$ cat config.mk
export PLATFORM = sky130hd
export DESIGN_NAME = svi_rr_arbiter
export DESIGN_NICKNAME = d
export VERILOG_FILES = /design/src/rtl/svi_rr_arbiter.sv
export SDC_FILE = /design/constraint.sdc
export NUM_CORES = 1
export LEC_CHECK = 0
export BUFFER_PORTS_ARGS = -buffer_cell sky130_fd_sc_hd__buf_4
export CAP_MARGIN = 40
export CORE_UTILIZATION = 40
export CTS_CLUSTER_DIAMETER = 150
export DETAILED_ROUTE_END_ITERATION = 6
export GPL_ROUTABILITY_DRIVEN = 1
export SLEW_MARGIN = 15
export SYNTH_ARGS = -nofsm -noshare
export SYNTH_HDL_FRONTEND = slang
export SYNTH_SLANG_ARGS = --single-unit
$ cat constraint.sdc
create_clock -name i_clk -period 4 [get_ports i_clk]
set_clock_uncertainty 0.05 [all_clocks]
set_input_delay 0 -clock i_clk [delete_from_list [all_inputs] [get_ports i_clk]]
set_output_delay 0 -clock i_clk [all_outputs]
set_load 0.01 [all_outputs]
$ cat src/rtl/svi_rr_arbiter.sv
// Round-robin arbiter: picks one of SIZE requesters, captures its x/y pair
// and holds it under a valid/ready handshake toward a single consumer.
//
// state | meaning
// IDLE  | no captured pair; o_valid=0, waiting for any request
// BUSY  | pair captured and held until the consumer asserts i_ready
module svi_rr_arbiter #(
    parameter int SIZE  = 8,
    parameter int IDX_W = (SIZE > 1) ? $clog2(SIZE) : 1,
    parameter int CNT_W = 16
) (
    input  logic             i_clk,
    input  logic             i_arst_n,
    input  logic [SIZE-1:0]  i_req,
    input  logic [SIZE-1:0]  i_x,
    input  logic [SIZE-1:0]  i_y,
    input  logic             i_ready,
    output logic             o_valid,
    output logic             o_a,
    output logic             o_b,
    output logic [SIZE-1:0]  o_grant,
    output logic [IDX_W-1:0] o_grant_idx,
    output logic [CNT_W-1:0] o_xfer_cnt
);

    typedef enum logic {IDLE, BUSY} state_t;

    state_t           state_q, state_d;
    logic [IDX_W-1:0] ptr_q;
    logic [IDX_W-1:0] ptr_next;
    logic [IDX_W-1:0] scan_base;
    logic [IDX_W-1:0] win_idx;
    logic             win_found;
    logic             load, clear, xfer;
    int               np;

    // Scan base..SIZE-1 then 0..base-1; first requester found wins.
    function automatic logic [IDX_W:0] pick(input logic [SIZE-1:0] req, input int base);
        logic             found;
        logic [IDX_W-1:0] idx;
        int               k;
        found = 1'b0;
        idx   = '0;
        for (int i = 0; i < SIZE; i++) begin
            k = base + i;
            if (k >= SIZE) k = k - SIZE;
            if (!found && req[k]) begin
                found = 1'b1;
                idx   = IDX_W'(k);
            end
        end
        return {found, idx};
    endfunction

    // On a completing handshake the scan starts just past the served element,
    // so a back-to-back grant already sees the rotated priority.
    always_comb begin
        np = int'(o_grant_idx) + 1;
        if (np >= SIZE) np = 0;
        ptr_next  = IDX_W'(np);
        scan_base = (state_q == BUSY) ? ptr_next : ptr_q;
        {win_found, win_idx} = pick(i_req, int'(scan_base));
    end

    always_ff @(posedge i_clk or negedge i_arst_n) begin
        if (!i_arst_n) state_q <= IDLE;
        else           state_q <= state_d;
    end

    always_comb begin
        state_d = state_q;
        load    = 1'b0;
        clear   = 1'b0;
        xfer    = 1'b0;
        case (state_q)
            IDLE: begin
                if (win_found) begin
                    load    = 1'b1;
                    state_d = BUSY;
                end
            end
            BUSY: begin
                if (i_ready) begin
                    xfer = 1'b1;
                    if (win_found) begin
                        load = 1'b1;
                    end else begin
                        clear   = 1'b1;
                        state_d = IDLE;
                    end
                end
            end
            default: state_d = IDLE;
        endcase
    end

    always_ff @(posedge i_clk or negedge i_arst_n) begin
        if (!i_arst_n) begin
            o_valid     <= 1'b0;
            o_a         <= 1'b0;
            o_b         <= 1'b0;
            o_grant     <= '0;
            o_grant_idx <= '0;
            o_xfer_cnt  <= '0;
            ptr_q       <= '0;
        end else begin
            if (load) begin
                o_valid     <= 1'b1;
                o_grant     <= SIZE'(1) << win_idx;
                o_grant_idx <= win_idx;
                o_a         <= i_x[win_idx];
                o_b         <= i_y[win_idx];
            end else if (clear) begin
                o_valid <= 1'b0;
                o_grant <= '0;
            end
            if (xfer) begin
                o_xfer_cnt <= o_xfer_cnt + 1'b1;
                ptr_q      <= ptr_next;
            end
        end
    end

endmodule

==> results by group, run 1 <==
GRT
  • Gr usage total: 0.2038
  • Largest net degree at the start of global routing: 35
  • Initial antenna violation count: 0
  • Number of global-route vias before repair: roughly 2300
  • Global route overflow: 0
  • First-pass GRT wire length: about 10 mm

CTS
  • Clock Sinks: 34
  • H-tree depth: 2
  • CTS tree: yes
  • Total CTS buffers: 5
  • Clk root buf: clkbuf_8
  • Clock Tree Buf Depth: 2
  • Worst-path clk slew: ~0.07 ns
  • Worst-Skew Late Latency: 0.28 ns

Setup path
  • Worst setup SP type: flop
  • RR Endpoint: o_b
  • Arr. time, crit path: between 3 and 4 ns
  • Crit path cell chain: ha_1 -> mux2i_2 -> ha_4 -> buf_4 -> mux2i_1 -> nand3_1 -> o21ai_0 -> and3_4 -> o211ai_4 -> o31ai_1 -> o31ai_1 -> o211ai_2 -> buf_4 -> mux2i_1 -> mux2i_1 -> o221a_1
  • Delay-heaviest family, CP: compound AO/OA/AOI/OAI gates
  • Worst path most repeated cell: mux2i_1
  • RR Startpoint: o_grant_idx[0]
  • Slowest-stage cell, CP: dfrtp_1
  • Worst reg2reg setup slack: about 0.24 ns
  • Crit Path Max Fanout: 7
  • Largest stage delay, worst path: 0.45 ns
  • Crit end category: flop
  • CP Buf/Inv Count: 2
  • Reg2reg path depth: 16
  • Worst Path Required: 4.13 ns
  • Worst setup startpoint: o_grant_idx[0]
  • Critical setup path kind: reg2reg

Yosys
  • Ys Warns: 0
  • FF+latch count, synth: 34
  • Sequential share of the synthesized area: 0.3358
  • Avg Inst Size Synth: around 9.5 um^2
  • Syn_nets: around 300
  • Synth unique cells: 63
  • Ys async rst share: 1.000
  • Syn Inst Count: approximately 270
  • Most used DFF post-synth: dfrtp_1
  • EDFF count, synth: 0
  • Post-Syn Area: 2534 um^2

Final layout
  • Fin util: 0.5382
  • Area Overhead vs Synth: 28.00%
  • Share of cells above drive strength 1: 0.3412
  • N_diodes: 0
  • Nets@finish: ~370

Die
  • Row Count: 28
  • Chip Height: roughly 82 um
  • Core area: ~6000 um^2
  • # IOs: 57
  • Starting Density: 0.4205
  • Die X: between 80 and 90 um
  • Die ar.: around 6700 um^2

Route
  • Drt wl/cell: 15.52 um
  • Routed wire length: 6.396 mm
  • Via count: around 2300
  • Starting DRT DRC Count: approximately 130
  • Post-DRT Antenna Nets: 0
  • Pre-antenna DRT Iters: 4
  • DR DRC count: 0
  • Vias per cell: between 5 and 6

STA
  • Tcrit/Tclk final: 0.9401
  • Max Fclk: 265.9 MHz
  • Max-slew violation count: 0
  • Slew margin rel.: 0.5721
  • Min Tclk post-route: around 3.8 ns
  • Count of final hold-check violations: 0
  • Setup WS post-layout: 0.2397 ns
  • Least-Margin Pin Slew: 0.6294 ns
  • Setup violations, final: 0

Placement
  • Gp weighted congestion: approximately 0.86
  • Post-Place Setup Slack: roughly 0.14 ns
  • Post-DP HPWL: between 4 and 5 mm
  • IO Port Bufs: between 50 and 60

Run status
  • Status: complete, no violations

Flow run
  • Max cap viols: 0

Hold path
  • Worst hold start: i_y[6]
  • WHS Endpoint: o_b
  • Min-delay worst type: in2reg
  • Worst hold path depth: 4
## sequential cells by signal (all words and copies together) (netlist names)
register     flops
o_xfer_cnt      16
o_grant          8
o_grant_idx      3
ptr_q            3
o_a              1
o_b              1
o_valid          1
state_q          1
## tightest hold or removal path, stage by stage
cell and delay (ns):
buf_4 0.08, mux2i_1 0.05, mux2i_1 0.12, o221a_1 0.19
## cell usage in the layout (no fill, tap or decap), drive strengths merged, types with 5 or more instances in the layout
| cell | count |
|---|---|
| a21oi | 6 |
| dfrtp | 34 |
| xor2 | 5 |
| and2 | 7 |
| xnor2 | 11 |
| clkbuf | 6 |
| nand2 | 27 |
| o21ai | 23 |
| buf | 70 |
| mux2i | 24 |
| and3 | 6 |
| mux2 | 9 |
| nor3 | 8 |
| nand2b | 8 |
| nand3 | 16 |
| nor2 | 16 |
## worst max path at each step
stage           to  slack (ns)  depth (start not counted)
2_1_floorplan  o_a        0.05                         15
3_3_place_gp   o_a        0.21                         13
3_5_place_dp   o_a        0.14                         17
4_1_cts        o_a        0.15                         17
5_1_grt        o_b      -0.004                         17
6_report       o_b        0.24                         16
## layer usage
layer	GRT usage	vias to the layer above	share of wire
met1	0.2883	1075	0.48
li1	-	1116	-
met5	0	-	0
met3	0.03667	9	0.056
met2	0.3208	89	0.46
met4	0.04912	0	0.012
## cell usage after synthesis, types with 3 or more instances
cell | number | share of area
xnor2_1 | 11 | 0.038
buf_6 | 4 | 0.018
buf_2 | 4 | 0.0079
nand2b_1 | 8 | 0.020
nand3_1 | 16 | 0.032
nor2b_1 | 4 | 0.0099
o21ai_0 | 18 | 0.036
and2_1 | 7 | 0.017
mux2_2 | 9 | 0.040
xor2_1 | 5 | 0.017
and3_1 | 4 | 0.0099
nor2_1 | 15 | 0.022
a22o_1 | 4 | 0.014
dfrtp_1 | 34 | 0.34
mux2i_1 | 22 | 0.087
o21ai_1 | 5 | 0.0099
a21oi_1 | 5 | 0.0099
nor3_1 | 8 | 0.016
nand2_1 | 25 | 0.037
ha_1 | 4 | 0.020
o221ai_1 | 3 | 0.010
## final cells by class
type / instances / area, um^2
Clock buffer: 6 / 82.58
Clock inverter: 2 / 12.51
Fill cell: 580 / 2783
Inverter: 5 / 21.27
Multi-Input combinational cell: 218 / 1637
Sequential cell: 34 / 850.8
Tap cell: 75 / 93.84
Timing Repair Buffer: 72 / 545.5
## through the flow
stage          hold slack (ns)   TNS [ns]  cells  instance area [um^2]
6_report                0.1338          0    412                  3243
3_5_place_dp          -0.07235          0    401                  3069
4_1_cts                 0.1361          0    411                  3184
2_1_floorplan          -0.3456          0    267                  2534
5_1_grt                 0.1529  -0.003632    412                  3243
3_3_place_gp          -0.07711          0    401                  3069
## logic make-up (layout without fill, tap and decap cells)
group / after synthesis / after routing / synth area share
AOI/OAI and AO/OA: 62 / 62 / 0.1872
muxes: 34 / 34 / 0.1467
adders and majority gates: 4 / 4 / 0.01975
and+or+nand+nor: 102 / 102 / 0.2168
buffers and inverters: 15 / 85 / 0.03852
xor gates and xnor gates: 16 / 16 / 0.05531
DFF: 34 / 34 / 0.3358
## what timing repair did
action	CTS	global route
hold endpoints to repair	35	0
buffers inserted	0	1
hold buffers	2	0
gates resized for setup	0	11
setup endpoints to repair	0	10
Power of run 1 is not shown: default switching activity piles up to over one toggle a cycle in this logic, so the estimate is an artifact.
==> run 2: changes to the inputs <==
Settings changed: BUFFER_PORTS_ARGS -buffer_cell sky130_fd_sc_hd__buf_4 to not set, DONT_BUFFER_PORTS set to 1, HOLD_SLACK_MARGIN set to 0.02.
==> run 2 against run 1 <==
  * Routed wire length decreased by 6.2%
  * First-iteration DRC count increased by 31%
  * Utilization decreased by 6.5 points
  * Worst setup slack got worse by 0.024 ns
  * Sequential share of layout area increased by 3.6 points
  * Hold slack got worse by 0.077 ns
  * Final cell count decreased by 14%
  * Largest cell class unchanged
==> results by group, run 2 (synthesized netlist as in run 1, its figures left out) <==
Run status
  • Status: complete, no violations (unchanged)

GRT
  • Number of global-route vias before repair: 1951 (was 2251)
  • First-pass GRT wire length: 9.453 mm (was 10.44 mm)
  • Global route overflow: 0 (unchanged)
  • Initial antenna violation count: 0 (unchanged)
  • Gr usage total: 0.1857 (was 0.2038)
  • Largest net degree at the start of global routing: 35 (unchanged)

CTS
  • H-tree depth: 2 (unchanged)
  • Total CTS buffers: 5 (unchanged)
  • CTS tree: yes (unchanged)
  • Worst-path clk slew: 0.07 ns (about the same)
  • Clock Sinks: 34 (unchanged)
  • Worst-Skew Late Latency: 0.28 ns (about the same)
  • Post-CTS setup buffer count: 0 (unchanged)
  • Clock Tree Buf Depth: 2 (unchanged)
  • Clk root buf: clkbuf_8 (unchanged)

Final layout
  • Largest Register: o_xfer_cnt (unchanged)
  • Nets@finish: 312 (was 367)
  • Max reg flops: 16 (unchanged)
  • Biggest regs: o_xfer_cnt (16), o_grant (8) (unchanged)
  • Non-filler cells, final: 356 (was 412)
  • Area Overhead vs Synth: 12.54% (was 28.00%)
  • Commonest non-fill, non-tap cell in the layout: dfrtp_1 (was buf_4)
  • N_diodes: 0 (unchanged)
  • Most frequent cells in the layout: 34 x dfrtp_1, 25 x nand2_1, 20 x mux2i_1 (was 70 x buf_4, 34 x dfrtp_1, 25 x nand2_1)
  • Share of cells above drive strength 1: 0.2064 (was 0.3412)

Route
  • Post-DRT Antenna Nets: 0 (unchanged)
  • Drt wl/cell: 16.85 um (was 15.52 um)
  • Routed wire length: 5.997 mm (was 6.396 mm)
  • Pre-antenna DRT Iters: 7 (was 4)
  • Starting DRT DRC Count: 164 (was 125)
  • Vias per cell: 5.913 (was 5.556)
  • Via count: 2105 (was 2289)
  • DR DRC count: 0 (unchanged)

Placement
  • Placed cells: 346 (was 401)
  • Gp weighted congestion: 0.8901 (was 0.8633)
  • IO Port Bufs: 0 (was 56)
  • Post-DP HPWL: 4.577 mm (was 4.955 mm)

Die
  • # IOs: 57 (unchanged)
  • Core area: 6026 um^2 (unchanged)
  • Row Count: 28 (unchanged)
  • Die ar.: 6656 um^2 (unchanged)
  • Starting Density: 0.4205 (unchanged)
  • Chip Height: 81.59 um (unchanged)
  • Die X: 81.59 um (unchanged)

STA
  • Setup violations, final: 0 (unchanged)
  • Tcrit/Tclk final: 0.9461 (was 0.9401)
  • Max Fclk: 264.2 MHz (was 265.9 MHz)
  • Max-slew violation count: 0 (unchanged)
  • Min Tclk post-route: 3.784 ns (was 3.760 ns)
  • Slew margin rel.: 0.5726 (was 0.5721)
  • Least-Margin Pin Slew: 0.6286 ns (was 0.6294 ns)
  • Count of final hold-check violations: 0 (unchanged)

Setup path
  • Crit path cell chain: ha_1 -> mux2i_2 -> ha_4 -> buf_4 -> mux2_2 -> o21ai_0 -> buf_4 -> nor2b_1 -> mux2i_2 -> nor3_2 -> o21ai_0 -> and4bb_4 -> mux2i_1 -> mux2i_1 -> o221a_1 (was ha_1 -> mux2i_2 -> ha_4 -> buf_4 -> mux2i_1 -> nand3_1 -> o21ai_0 -> and3_4 -> o211ai_4 -> o31ai_1 -> o31ai_1 -> o211ai_2 -> buf_4 -> mux2i_1 -> mux2i_1 -> o221a_1)
  • Largest stage delay, worst path: 0.45 ns (about the same)
  • Worst Path Required: 4.12 ns (was 4.13 ns)
  • Crit end category: flop (unchanged)
  • Critical setup path kind: reg2reg (unchanged)
  • Arr. time, crit path: 3.90 ns (was 3.89 ns)
  • Crit Path Max Fanout: 7 (unchanged)
  • Worst setup SP type: flop (unchanged)
  • Slowest-stage cell, CP: dfrtp_1 (unchanged)

Flow run
  • Max cap viols: 0 (unchanged)

Hold path
  • Min-delay worst type: in2reg (unchanged)
==> run 2: stage by stage <==
step / area (um^2) / hold slack, ns / utilization / worst slack (ns) / TNS [ns]
final: 2851 / 0.05702 / 0.4732 / 0.2156 / 0
after global routing: 2851 / 0.07352 / 0.4732 / -0.006348 / -0.006348
after CTS: 2809 / 0.05278 / 0.4662 / 0.05354 / 0
after detailed placement: 2656 / -0.3451 / 0.4408 / 0.01779 / 0
after global placement: 2656 / -0.3450 / 0.4408 / 0.1098 / 0
after floorplan: 2534 / -0.3456 / - / 0.05301 / 0
==> run 2: final timing paths <==
kind / from / end / slack [ns] / cells past startpoint
worst max-delay path: o_grant_idx[1] / o_b / 0.22 / 15
worst min-delay path: i_x[6] / o_a / 0.06 / 3
worst max register to register: o_grant_idx[1] / o_b / 0.22 / 15
worst min register to register: ptr_q[1] / ptr_q[1] / 0.49 / 1
max in group asynchronous: i_arst_n / o_grant_idx[2] / 3.60 / 2
min in group asynchronous: i_arst_n / o_xfer_cnt[4] / 0.12 / 2
==> run 2: critical path, delay by kind of cell (launching register included) <==
family / cells / cell delay [ns]
AND/OR/NAND/NOR: 3 / 0.49
flip-flops: 1 / 0.45
multiplexers: 5 / 1.15
adder cells (fa/ha/maj): 2 / 0.56
buffers and inverters: 2 / 0.31
AO/OA/AOI/OAI: 3 / 0.62
==> run 2: per-layer routing <==
layer | share of wire | wire [um] | GRT usage | up-vias
li1 | - | - | - | 1005
met1 | 0.46 | 2775 | 0.2595 | 1014
met2 | 0.45 | 2702 | 0.2833 | 80
met3 | 0.081 | 485 | 0.05556 | 6
met4 | 0.0058 | 35 | 0.03684 | 0
met5 | 0 | 0 | 0 | -
==> run 2: timing repair <==
action | in CTS | in global routing
pin swaps | 0 | 1
hold buffers | 3 | 0
resized for setup | 1 | 11
endpoints found under the hold margin | 40 | 0
endpoints found under the setup margin | 1 | 10
==> run 2: cell type report <==
| cell class | count | area [um^2] |
|---|---|---|
| Fill cell | 588 | 3174 |
| Multi-Input combinational cell | 218 | 1628 |
| Sequential cell | 34 | 850.8 |
| Timing Repair Buffer | 17 | 145.1 |
| Tap cell | 75 | 93.84 |
| Clock buffer | 6 | 82.58 |
| Clock inverter | 1 | 30.03 |
| Inverter | 5 | 21.27 |
Power of run 2 is left out for the same reason.
